`src/rtl/fma16_pkg.sv`:
```
// Shared opcode, rounding-mode and control types for the fma16 issue path.
package fma16_pkg;

    typedef enum logic [2:0] {
        FADD       = 3'b000,
        FSUB       = 3'b001,
        FMUL       = 3'b010,
        FMADD      = 3'b011,
        FMSUB      = 3'b100,
        FNMADD     = 3'b101,
        FNMSUB     = 3'b110,
        OP_ILLEGAL = 3'b111
    } op_e;

    typedef enum logic [1:0] {
        RZ  = 2'b00,
        RNE = 2'b01,
        RP  = 2'b10,
        RN  = 2'b11
    } rm_e;

    typedef struct packed {
        logic mul;
        logic add;
        logic negr;
        logic negz;
    } fma_ctrl_t;

    localparam logic [15:0] FP16_QNAN = 16'h7E00;

endpackage

```
`src/rtl/fma16_issue_if.sv`:
```
// Request, fma16 operand/result and response bundle; slave is the issue stage side.
interface fma16_issue_if #(
    parameter int TAG_W = 4
);
    logic             req_valid;
    logic             req_ready;
    logic [2:0]       req_op;
    logic [15:0]      req_x;
    logic [15:0]      req_y;
    logic [15:0]      req_z;
    logic [1:0]       req_rm;
    logic [TAG_W-1:0] req_tag;

    logic [15:0]      fma_x;
    logic [15:0]      fma_y;
    logic [15:0]      fma_z;
    logic             fma_mul;
    logic             fma_add;
    logic             fma_negr;
    logic             fma_negz;
    logic [1:0]       fma_roundmode;
    logic [15:0]      fma_result;

    logic             rsp_valid;
    logic             rsp_ready;
    logic [15:0]      rsp_result;
    logic             rsp_illegal;
    logic [TAG_W-1:0] rsp_tag;

    modport slave (
        input  req_valid, req_op, req_x, req_y, req_z, req_rm, req_tag,
        output req_ready,
        output fma_x, fma_y, fma_z, fma_mul, fma_add, fma_negr, fma_negz, fma_roundmode,
        input  fma_result,
        output rsp_valid, rsp_result, rsp_illegal, rsp_tag,
        input  rsp_ready
    );

    modport master (
        output req_valid, req_op, req_x, req_y, req_z, req_rm, req_tag,
        input  req_ready,
        input  fma_x, fma_y, fma_z, fma_mul, fma_add, fma_negr, fma_negz, fma_roundmode,
        output fma_result,
        input  rsp_valid, rsp_result, rsp_illegal, rsp_tag,
        output rsp_ready
    );

endinterface

```
`src/rtl/fma16_op_decode.sv`:
```
// Opcode to fma16 {mul,add,negr,negz} decode; combinational, no backpressure.
module fma16_op_decode
    import fma16_pkg::*;
(
    input  op_e       op_i,
    output fma_ctrl_t ctrl_o,
    output logic      illegal_o
);

    always_comb begin
        ctrl_o    = '0;
        illegal_o = 1'b0;
        case (op_i)
            FADD:    ctrl_o = 4'b0100;
            FSUB:    ctrl_o = 4'b0101;
            FMUL:    ctrl_o = 4'b1000;
            FMADD:   ctrl_o = 4'b1100;
            FMSUB:   ctrl_o = 4'b1101;
            FNMADD:  ctrl_o = 4'b1110;
            FNMSUB:  ctrl_o = 4'b1111;
            default: illegal_o = 1'b1;
        endcase
    end

endmodule

```
`src/rtl/fma16_issue.sv`:
```
// Issue/capture stage for fma16: legal ops respond EXEC_CYCLES after accept, illegal after 1.
// Holds the response while rsp_ready is low; req_ready reopens in DONE when the response retires.
module fma16_issue
    import fma16_pkg::*;
#(
    parameter int EXEC_CYCLES = 2,
    parameter int TAG_W       = 4
) (
    input  logic          clk,
    input  logic          reset_n,
    fma16_issue_if.slave  bus,
    output logic          busy
);

    typedef enum logic [1:0] {IDLE, EXEC, DONE} state_e;

    state_e           state_q;
    logic [3:0]       cnt_q;
    logic [15:0]      fma_x_q, fma_y_q, fma_z_q;
    fma_ctrl_t        ctrl_q;
    rm_e              rm_q;
    logic [TAG_W-1:0] tag_q;
    logic [15:0]      rsp_result_q;
    logic             rsp_illegal_q;
    logic [TAG_W-1:0] rsp_tag_q;

    op_e       req_op;
    fma_ctrl_t dec_ctrl;
    logic      dec_illegal;
    logic      accept;

    assign req_op = op_e'(bus.req_op);

    fma16_op_decode u_dec (
        .op_i      (req_op),
        .ctrl_o    (dec_ctrl),
        .illegal_o (dec_illegal)
    );

    assign bus.req_ready = (state_q == IDLE) || ((state_q == DONE) && bus.rsp_ready);
    assign accept        = bus.req_valid && bus.req_ready;

    always_ff @(posedge clk or negedge reset_n) begin
        if (!reset_n) begin
            state_q       <= IDLE;
            cnt_q         <= '0;
            fma_x_q       <= '0;
            fma_y_q       <= '0;
            fma_z_q       <= '0;
            ctrl_q        <= '0;
            rm_q          <= RZ;
            tag_q         <= '0;
            rsp_result_q  <= '0;
            rsp_illegal_q <= 1'b0;
            rsp_tag_q     <= '0;
        end else if (accept) begin
            // Illegal ops bypass fma16 entirely so the operand registers keep the last legal op.
            if (dec_illegal) begin
                rsp_result_q  <= FP16_QNAN;
                rsp_illegal_q <= 1'b1;
                rsp_tag_q     <= bus.req_tag;
                state_q       <= DONE;
            end else begin
                fma_x_q <= bus.req_x;
                fma_y_q <= bus.req_y;
                fma_z_q <= bus.req_z;
                ctrl_q  <= dec_ctrl;
                rm_q    <= rm_e'(bus.req_rm);
                tag_q   <= bus.req_tag;
                cnt_q   <= 4'(EXEC_CYCLES - 1);
                state_q <= EXEC;
            end
        end else begin
            case (state_q)
                EXEC: begin
                    if (cnt_q == 4'd0) begin
                        rsp_result_q  <= bus.fma_result;
                        rsp_illegal_q <= 1'b0;
                        rsp_tag_q     <= tag_q;
                        state_q       <= DONE;
                    end else begin
                        cnt_q <= cnt_q - 4'd1;
                    end
                end
                DONE: begin
                    if (bus.rsp_ready) state_q <= IDLE;
                end
                default: state_q <= IDLE;
            endcase
        end
    end

    assign bus.fma_x         = fma_x_q;
    assign bus.fma_y         = fma_y_q;
    assign bus.fma_z         = fma_z_q;
    assign bus.fma_mul       = ctrl_q.mul;
    assign bus.fma_add       = ctrl_q.add;
    assign bus.fma_negr      = ctrl_q.negr;
    assign bus.fma_negz      = ctrl_q.negz;
    assign bus.fma_roundmode = rm_q;
    assign bus.rsp_valid     = (state_q == DONE);
    assign bus.rsp_result    = rsp_result_q;
    assign bus.rsp_illegal   = rsp_illegal_q;
    assign bus.rsp_tag       = rsp_tag_q;
    assign busy              = (state_q != IDLE);

endmodule

```
`src/flat_wrapper.sv`:
```
// flat-port wrapper written by rule: the top's interface ports become plain ports
module fma16_issue_flat import fma16_pkg::*;
#(
    parameter int EXEC_CYCLES = 2,
    parameter int TAG_W       = 4
)
  (clk, reset_n, busy, bus_req_valid, bus_req_op, bus_req_x, bus_req_y, bus_req_z, bus_req_rm, bus_req_tag, bus_req_ready, bus_fma_x, bus_fma_y, bus_fma_z, bus_fma_mul, bus_fma_add, bus_fma_negr, bus_fma_negz, bus_fma_roundmode, bus_fma_result, bus_rsp_valid, bus_rsp_result, bus_rsp_illegal, bus_rsp_tag, bus_rsp_ready);
  fma16_issue_if #(.TAG_W(TAG_W)) bus_i ();
  input  logic clk;
  input  logic reset_n;
  output logic busy;
  input wire logic [$bits(bus_i.req_valid)-1:0] bus_req_valid;
  input wire logic [$bits(bus_i.req_op)-1:0] bus_req_op;
  input wire logic [$bits(bus_i.req_x)-1:0] bus_req_x;
  input wire logic [$bits(bus_i.req_y)-1:0] bus_req_y;
  input wire logic [$bits(bus_i.req_z)-1:0] bus_req_z;
  input wire logic [$bits(bus_i.req_rm)-1:0] bus_req_rm;
  input wire logic [$bits(bus_i.req_tag)-1:0] bus_req_tag;
  output wire logic [$bits(bus_i.req_ready)-1:0] bus_req_ready;
  output wire logic [$bits(bus_i.fma_x)-1:0] bus_fma_x;
  output wire logic [$bits(bus_i.fma_y)-1:0] bus_fma_y;
  output wire logic [$bits(bus_i.fma_z)-1:0] bus_fma_z;
  output wire logic [$bits(bus_i.fma_mul)-1:0] bus_fma_mul;
  output wire logic [$bits(bus_i.fma_add)-1:0] bus_fma_add;
  output wire logic [$bits(bus_i.fma_negr)-1:0] bus_fma_negr;
  output wire logic [$bits(bus_i.fma_negz)-1:0] bus_fma_negz;
  output wire logic [$bits(bus_i.fma_roundmode)-1:0] bus_fma_roundmode;
  input wire logic [$bits(bus_i.fma_result)-1:0] bus_fma_result;
  output wire logic [$bits(bus_i.rsp_valid)-1:0] bus_rsp_valid;
  output wire logic [$bits(bus_i.rsp_result)-1:0] bus_rsp_result;
  output wire logic [$bits(bus_i.rsp_illegal)-1:0] bus_rsp_illegal;
  output wire logic [$bits(bus_i.rsp_tag)-1:0] bus_rsp_tag;
  input wire logic [$bits(bus_i.rsp_ready)-1:0] bus_rsp_ready;
  assign bus_i.req_valid = bus_req_valid;
  assign bus_i.req_op = bus_req_op;
  assign bus_i.req_x = bus_req_x;
  assign bus_i.req_y = bus_req_y;
  assign bus_i.req_z = bus_req_z;
  assign bus_i.req_rm = bus_req_rm;
  assign bus_i.req_tag = bus_req_tag;
  assign bus_req_ready = bus_i.req_ready;
  assign bus_fma_x = bus_i.fma_x;
  assign bus_fma_y = bus_i.fma_y;
  assign bus_fma_z = bus_i.fma_z;
  assign bus_fma_mul = bus_i.fma_mul;
  assign bus_fma_add = bus_i.fma_add;
  assign bus_fma_negr = bus_i.fma_negr;
  assign bus_fma_negz = bus_i.fma_negz;
  assign bus_fma_roundmode = bus_i.fma_roundmode;
  assign bus_i.fma_result = bus_fma_result;
  assign bus_rsp_valid = bus_i.rsp_valid;
  assign bus_rsp_result = bus_i.rsp_result;
  assign bus_rsp_illegal = bus_i.rsp_illegal;
  assign bus_rsp_tag = bus_i.rsp_tag;
  assign bus_i.rsp_ready = bus_rsp_ready;
  fma16_issue #(.EXEC_CYCLES(EXEC_CYCLES), .TAG_W(TAG_W)) u_core (.clk(clk), .reset_n(reset_n), .bus(bus_i), .busy(busy));
endmodule
```
`config.mk`:
```
export PLATFORM = sky130hd
export DESIGN_NAME = fma16_issue_flat
export DESIGN_NICKNAME = d
export VERILOG_FILES = /design/src/rtl/fma16_pkg.sv /design/src/rtl/fma16_issue_if.sv /design/src/rtl/fma16_op_decode.sv /design/src/rtl/fma16_issue.sv /design/src/flat_wrapper.sv
export SDC_FILE = /design/constraint.sdc
export NUM_CORES = 1
export LEC_CHECK = 0
export CAP_MARGIN = 5
export CORE_ASPECT_RATIO = 0.7
export CORE_MARGIN = 2
export CORE_UTILIZATION = 45
export CTS_CLUSTER_SIZE = 30
export DETAILED_ROUTE_END_ITERATION = 10
export GPL_ROUTABILITY_DRIVEN = 0
export PLACE_DENSITY = 0.86
export SYNTH_ARGS = -nofsm -noshare
export SYNTH_HDL_FRONTEND = slang
export SYNTH_SLANG_ARGS = --single-unit
```
`constraint.sdc`:
```
create_clock -name clk -period 4.25 [get_ports clk]
set_input_delay 0.85 -clock clk [delete_from_list [all_inputs] [get_ports clk]]
set_output_delay 0.85 -clock clk [all_outputs]
set_load 0.02 [all_outputs]
```
==> Yosys cells after proc, flatten, opt, wreduce, memory -nomap -nowiden <==
Index checks and enable logic that the tools add are counted.
{ "totals": {"reg_bits": 85, "elab_cells": 64, "input_bits": 77, "output_inout_bits": 78} }
{ "op_classes": {"n_addsub": 1, "n_reduce_logical": 14, "n_eq_ne": 13, "mux": 22} }
{ "op_table": {"columns": ["cell", "n"], "rows": [
  ["$mux 16", 4],
  ["$mux 4", 8],
  ["$pmux 4 s7", 1],
  ["$eq 3x3->1 const B", 3],
  ["$mux 2", 4],
  ["$reduce_or 7->1", 1],
  ["$eq 3x2->1 const B", 2],
  ["$ne 3x1->1 const B", 2],
  ["$reduce_and 3->1", 2],
  ["$reduce_bool 2->1", 3],
  ["$logic_not 4->1", 1],
  ["$mux 1", 4],
  ["$ne 2x2->1 const B", 2],
  ["$pmux 2 s2", 1],
  ["$reduce_and 2->1", 2],
  ["$sub 4x1->4 const B", 1],
  ["$eq 3x1->1 const B", 1],
  ["$logic_not 3->1", 1],
  ["$eq 2x1->1 const B", 1],
  ["$eq 2x2->1 const B", 1],
  ["$logic_and 1x1->1", 2],
  ["$logic_not 2->1", 1],
  ["$ne 2x1->1 const B", 1],
  ["$logic_or 1x1->1", 1]
]} }

==> Logic depth before layout (Yosys ltp) <==
{ "logic_depth": {"ltp_word": 6, "ltp_mapped": 7, "depth_no_buf": 6} }

==> Modules after synthesis <==
From an unflattened synthesis, not the netlist that was laid out.
{ "hier_totals": {"cells_unflattened": 379, "area_unflattened_um2": 3612.2} }
{ "by_module_without_submodules": {"columns": ["module", "cells_per_inst", "instances", "area_per_inst_um2"], "rows": [
  ["fma16_issue", 371, 1, 3558.4],
  ["fma16_op_decode", 8, 1, 53.8]
]} }

==> Least setup slack after synthesis <==
OpenSTA, ideal clock, no wires.
{ "synth_path": {"kind": "in2reg", "from": "in bus_req_op[2]", "to": "reg u_core.fma_y_q[10], in the netlist u_core.bus.fma_y[10]", "path_slack_ns": 2.103, "arrival_time_ns": 2.022, "t_required_ns": 4.125, "setup_time_ns": 0.125, "path_buffers": 3, "stages": 6, "cell_sequence": "and3_4 -> or3_1 -> clkbuf_1 -> buf_6 -> buf_6 -> mux2_4"} }
{ "synth_between": {"elab_chain_len": 3, "elab_cells_between_ends": 9, "classes_between": "eq/ne (6); reduce/logical (3)"} }
{ "synth_rtl": {"columns": ["item", "line", "rtl"], "rows": [
  ["from (decl)", "flat_wrapper.sv:13", "input wire logic [$bits(bus_i.req_op)-1:0] bus_req_op;"],
  ["$eq 3x3->1, or another cell as far along", "fma16_op_decode.sv:13", "case (op_i)"],
  ["$reduce_or 7->1 (no line) (*)", null, null],
  ["$reduce_and 2->1 (no line) (*)", null, null],
  ["to (signal assigned)", "fma16_issue.sv:65", "fma_y_q <= bus.req_y;"],
  ["to (decl)", "fma16_issue.sv:19", "logic [15:0] fma_x_q, fma_y_q, fma_z_q;"]
]} }
Mark *: on every way between the ends. The rest lies on a longest branch, timed or not.
A chain may end at the register's enable or synchronous reset.

==> Worst setup path in the final report <==
{ "layout_path": {"from": "in bus_rsp_ready", "to": "out bus_req_ready"} }
{ "layout_between": {"elab_chain_len": 2} }
{ "layout_rtl": {"columns": ["item", "line", "rtl"], "rows": [
  ["from (decl)", "flat_wrapper.sv:33", "input wire logic [$bits(bus_i.rsp_ready)-1:0] bus_rsp_ready;"],
  ["$logic_and 1x1->1", "fma16_issue.sv:40", "assign bus.req_ready = (state_q == IDLE) || ((state_q == DONE) && bus.rsp_ready);"],
  ["$logic_or 1x1->1", "fma16_issue.sv:40", null],
  ["to (decl)", "flat_wrapper.sv:19", "output wire logic [$bits(bus_i.req_ready)-1:0] bus_req_ready;"]
]} }
Every way passes these cells.

==> results.cfg <==
[sta]
period_needed_ns = 2.98
setup_viol = 0
slew_headroom_pct = 31.1
fin_skew_ns = 0.0137
slew_viol_final = 0
setup_tns_ns = 0
rsz0062_at_grt = no
post-route-period-util_pct = 70.2
finalHoldViolCount = 0
fmax_ghz = 0.335
worst_pin_slew_ns = 1.03

[clock_tree]
cts_tree = built
numCtsBuffers = 9
postCtsHoldBufs = 0
cts_max_level = 3
cts_root_buffer = clkbuf_8
post_cts_buffers = 0
clkSinkCount = 85
cts_resized = 0
clk_pin_slew_worst_paths_ns = 0.09
clk-insertion-delay-late_ns = 0.34
clk_path_buf_depth = 2

[yosys]
ys_seq_area_share_pct = 61.9
netlist_area_um2 = 3430
syn_nets = 308
synth-edff-count = 0
synthCells = 229
yosysUniqueCellTypes = 33
syn_area_per_cell_um2 = 15.0
ys_warn_count = 0
async_flop_share_pct = 100
synth_seq_cells = 85
ys.flop_type = dfrtp_1

[global_route]
grt_first_pass_wirelength_um = 12600
first_global_vias = 2528
antenna_found_initial = 0
grt_usage_pct = 19.7
globalRouteOverflowTotal = 0
grt_start_max_net_pins = 86

[final_layout]
final_cell_mix = 153 x clkdlybuf4s50_1, 85 x dfrtp_1, 28 x mux2_4
areaGrowthSynthToFinish_pct = 53.7
register_area_um2 = 2130
multi_input_area_um2 = 1210
layout_commonest_cell = clkdlybuf4s50_1
diodes = 0
fin_nets = 463
drive_gt1_share_pct = 16.5
fillers = 509

[power]
power.leakage_uw = 0.00232
power.total_uw = 4190
powerDensity_nw_per_um2 = 794
ir_drop_mv = 0.432

[detailed_routing]
dr.max_layer_used = met4
routed_wl_um = 7840
vias = 2443
m1WireLength_um = 3330
ant_nets = 0
drt-pass1-iter-count = 4
drc = 0
wl_met2_um = 3580
routedWlPerCell_um = 16.1
wl_met3_um = 792
dr.first_iter.drc_count = 67
viasPerCell = 5.02

[floorplanning]
core-area_um2 = 7350
ios = 155
start_util_pct = 46.7
die_h_um = 77.1
rows = 26
die_area_um2 = 8360
fp.dieW_um = 108

[status]
status = completed

[critical_path]
cp-start-kind = input port
path_class = input port to output port
worstPathArrival_ns = 2.13
crit_fanout = 3
required_ns = 3.40
timing.rr.end = u_core.bus.rsp_result[0]
reg2reg_slack_ns = 1.96
ff2ff_path_depth = 4
rr_startpoint = u_core.state_q[1]
worstSetupEndpointType = output port

[worst_hold_path]
hold-path-cell-count = 2
worst_hold_startpoint = u_core.bus.rsp_illegal
hold_class = register to register
min_to = u_core.bus.rsp_illegal

[placement]
port_buffers = 154
hpwl_um = 5510

[run]
cap_violations = 0
==> cell usage after synthesis, drive strengths merged, types with 2 or more instances <==
cell / number / area (um2)
nor2: 4 / 15.0
o31ai: 2 / 15.0
ha: 2 / 25.0
nand2b: 4 / 25.0
nand3b: 2 / 15.0
nand2: 8 / 30.0
a22o: 10 / 87.6
inv: 7 / 26.3
a21oi: 8 / 40.0
o21ai: 4 / 23.8
mux2: 55 / 724
o22a: 6 / 52.6
clkbuf: 3 / 11.3
buf: 7 / 60.1
o22ai: 5 / 31.3
nor2b: 3 / 18.8
dfrtp: 85 / 2130
nand3: 3 / 15.0
==> flip-flops by register name, indices dropped and copies added, names as in the netlist <==
signal / flops
u_core.bus.fma_negr: 1
u_core.bus.rsp_tag: 4
u_core.bus.rsp_result: 16
u_core.bus.fma_roundmode: 2
u_core.bus.fma_x: 16
u_core.state_q: 2
u_core.bus.fma_z: 16
u_core.bus.fma_y: 16
u_core.bus.rsp_illegal: 1
u_core.cnt_q: 4
u_core.bus.fma_negz: 1
u_core.tag_q: 4
u_core.bus.fma_add: 1
u_core.bus.fma_mul: 1
==> layer usage <==
metal / up-vias / global-route usage (%)
met3: 16 / 8.42
met1: 1191 / 24.7
met5: - / 0
met4: 0 / 6.15
li1: 1132 / -
met2: 104 / 30.9
==> final cells by class <==
cell class / instances / share of cell area [%]
clock inverter: 5 / 2.02
multi-input combinational: 127 / 23.0
inverter: 7 / 0.498
tap: 98 / 2.32
clock buffer: 11 / 2.68
timing repair buffer: 154 / 29.2
sequential: 85 / 40.3
==> kinds of logic after synthesis <==
| group | after synthesis | share of synthesized area (%) |
|---|---|---|
| DFF | 85 | 61.9 |
| muxes | 55 | 21.1 |
| AOI/OAI and AO/OA | 38 | 8.12 |
| and+or+nand+nor | 32 | 5.28 |
| buffers and inverters | 17 | 2.84 |
| adders and majority gates | 2 | 0.728 |
==> where the power goes <==
part	internal [uW]	switching (uW)	total [uW]
logic	1130	945	2070
clock network	409	283	692
registers	1210	223	1430
total	2740	1450	4190
==> worst max path at each step <==
stage	from	end	slack (ns)	cells after the start
final	bus_rsp_ready	bus_req_ready	1.27	4
after detailed placement	bus_req_op[2]	u_core.bus.rsp_result[4]	0.94	5
after global placement	bus_req_op[2]	u_core.bus.rsp_result[2]	1.04	5
after global routing	bus_rsp_ready	bus_req_ready	1.17	4
after CTS	bus_rsp_ready	bus_req_ready	1.24	4
after floorplan	bus_req_op[2]	u_core.bus.fma_y[10]	2.10	6
==> through the flow <==
stage | cells | util, % | hold slack [ns] | area, um2 | worst slack [ns]
3_3_place_gp | 471 | 68.4 | 0.461 | 5030 | 1.04
3_5_place_dp | 471 | 68.4 | 0.472 | 5030 | 0.945
5_1_grt | 487 | 71.8 | 0.510 | 5280 | 1.17
4_1_cts | 487 | 71.8 | 0.494 | 5280 | 1.24
2_1_floorplan | 229 | - | 0.465 | 3430 | 2.10
6_report | 487 | 71.8 | 0.489 | 5280 | 1.27
==> worst max-delay path, cell delays in order <==
cell and delay, ns:
clkdlybuf4s50_1 0.48, nor2b_1 0.08, nor2_1 0.10, clkdlybuf4s50_1 0.62
(Power assumes the default switching activity.)
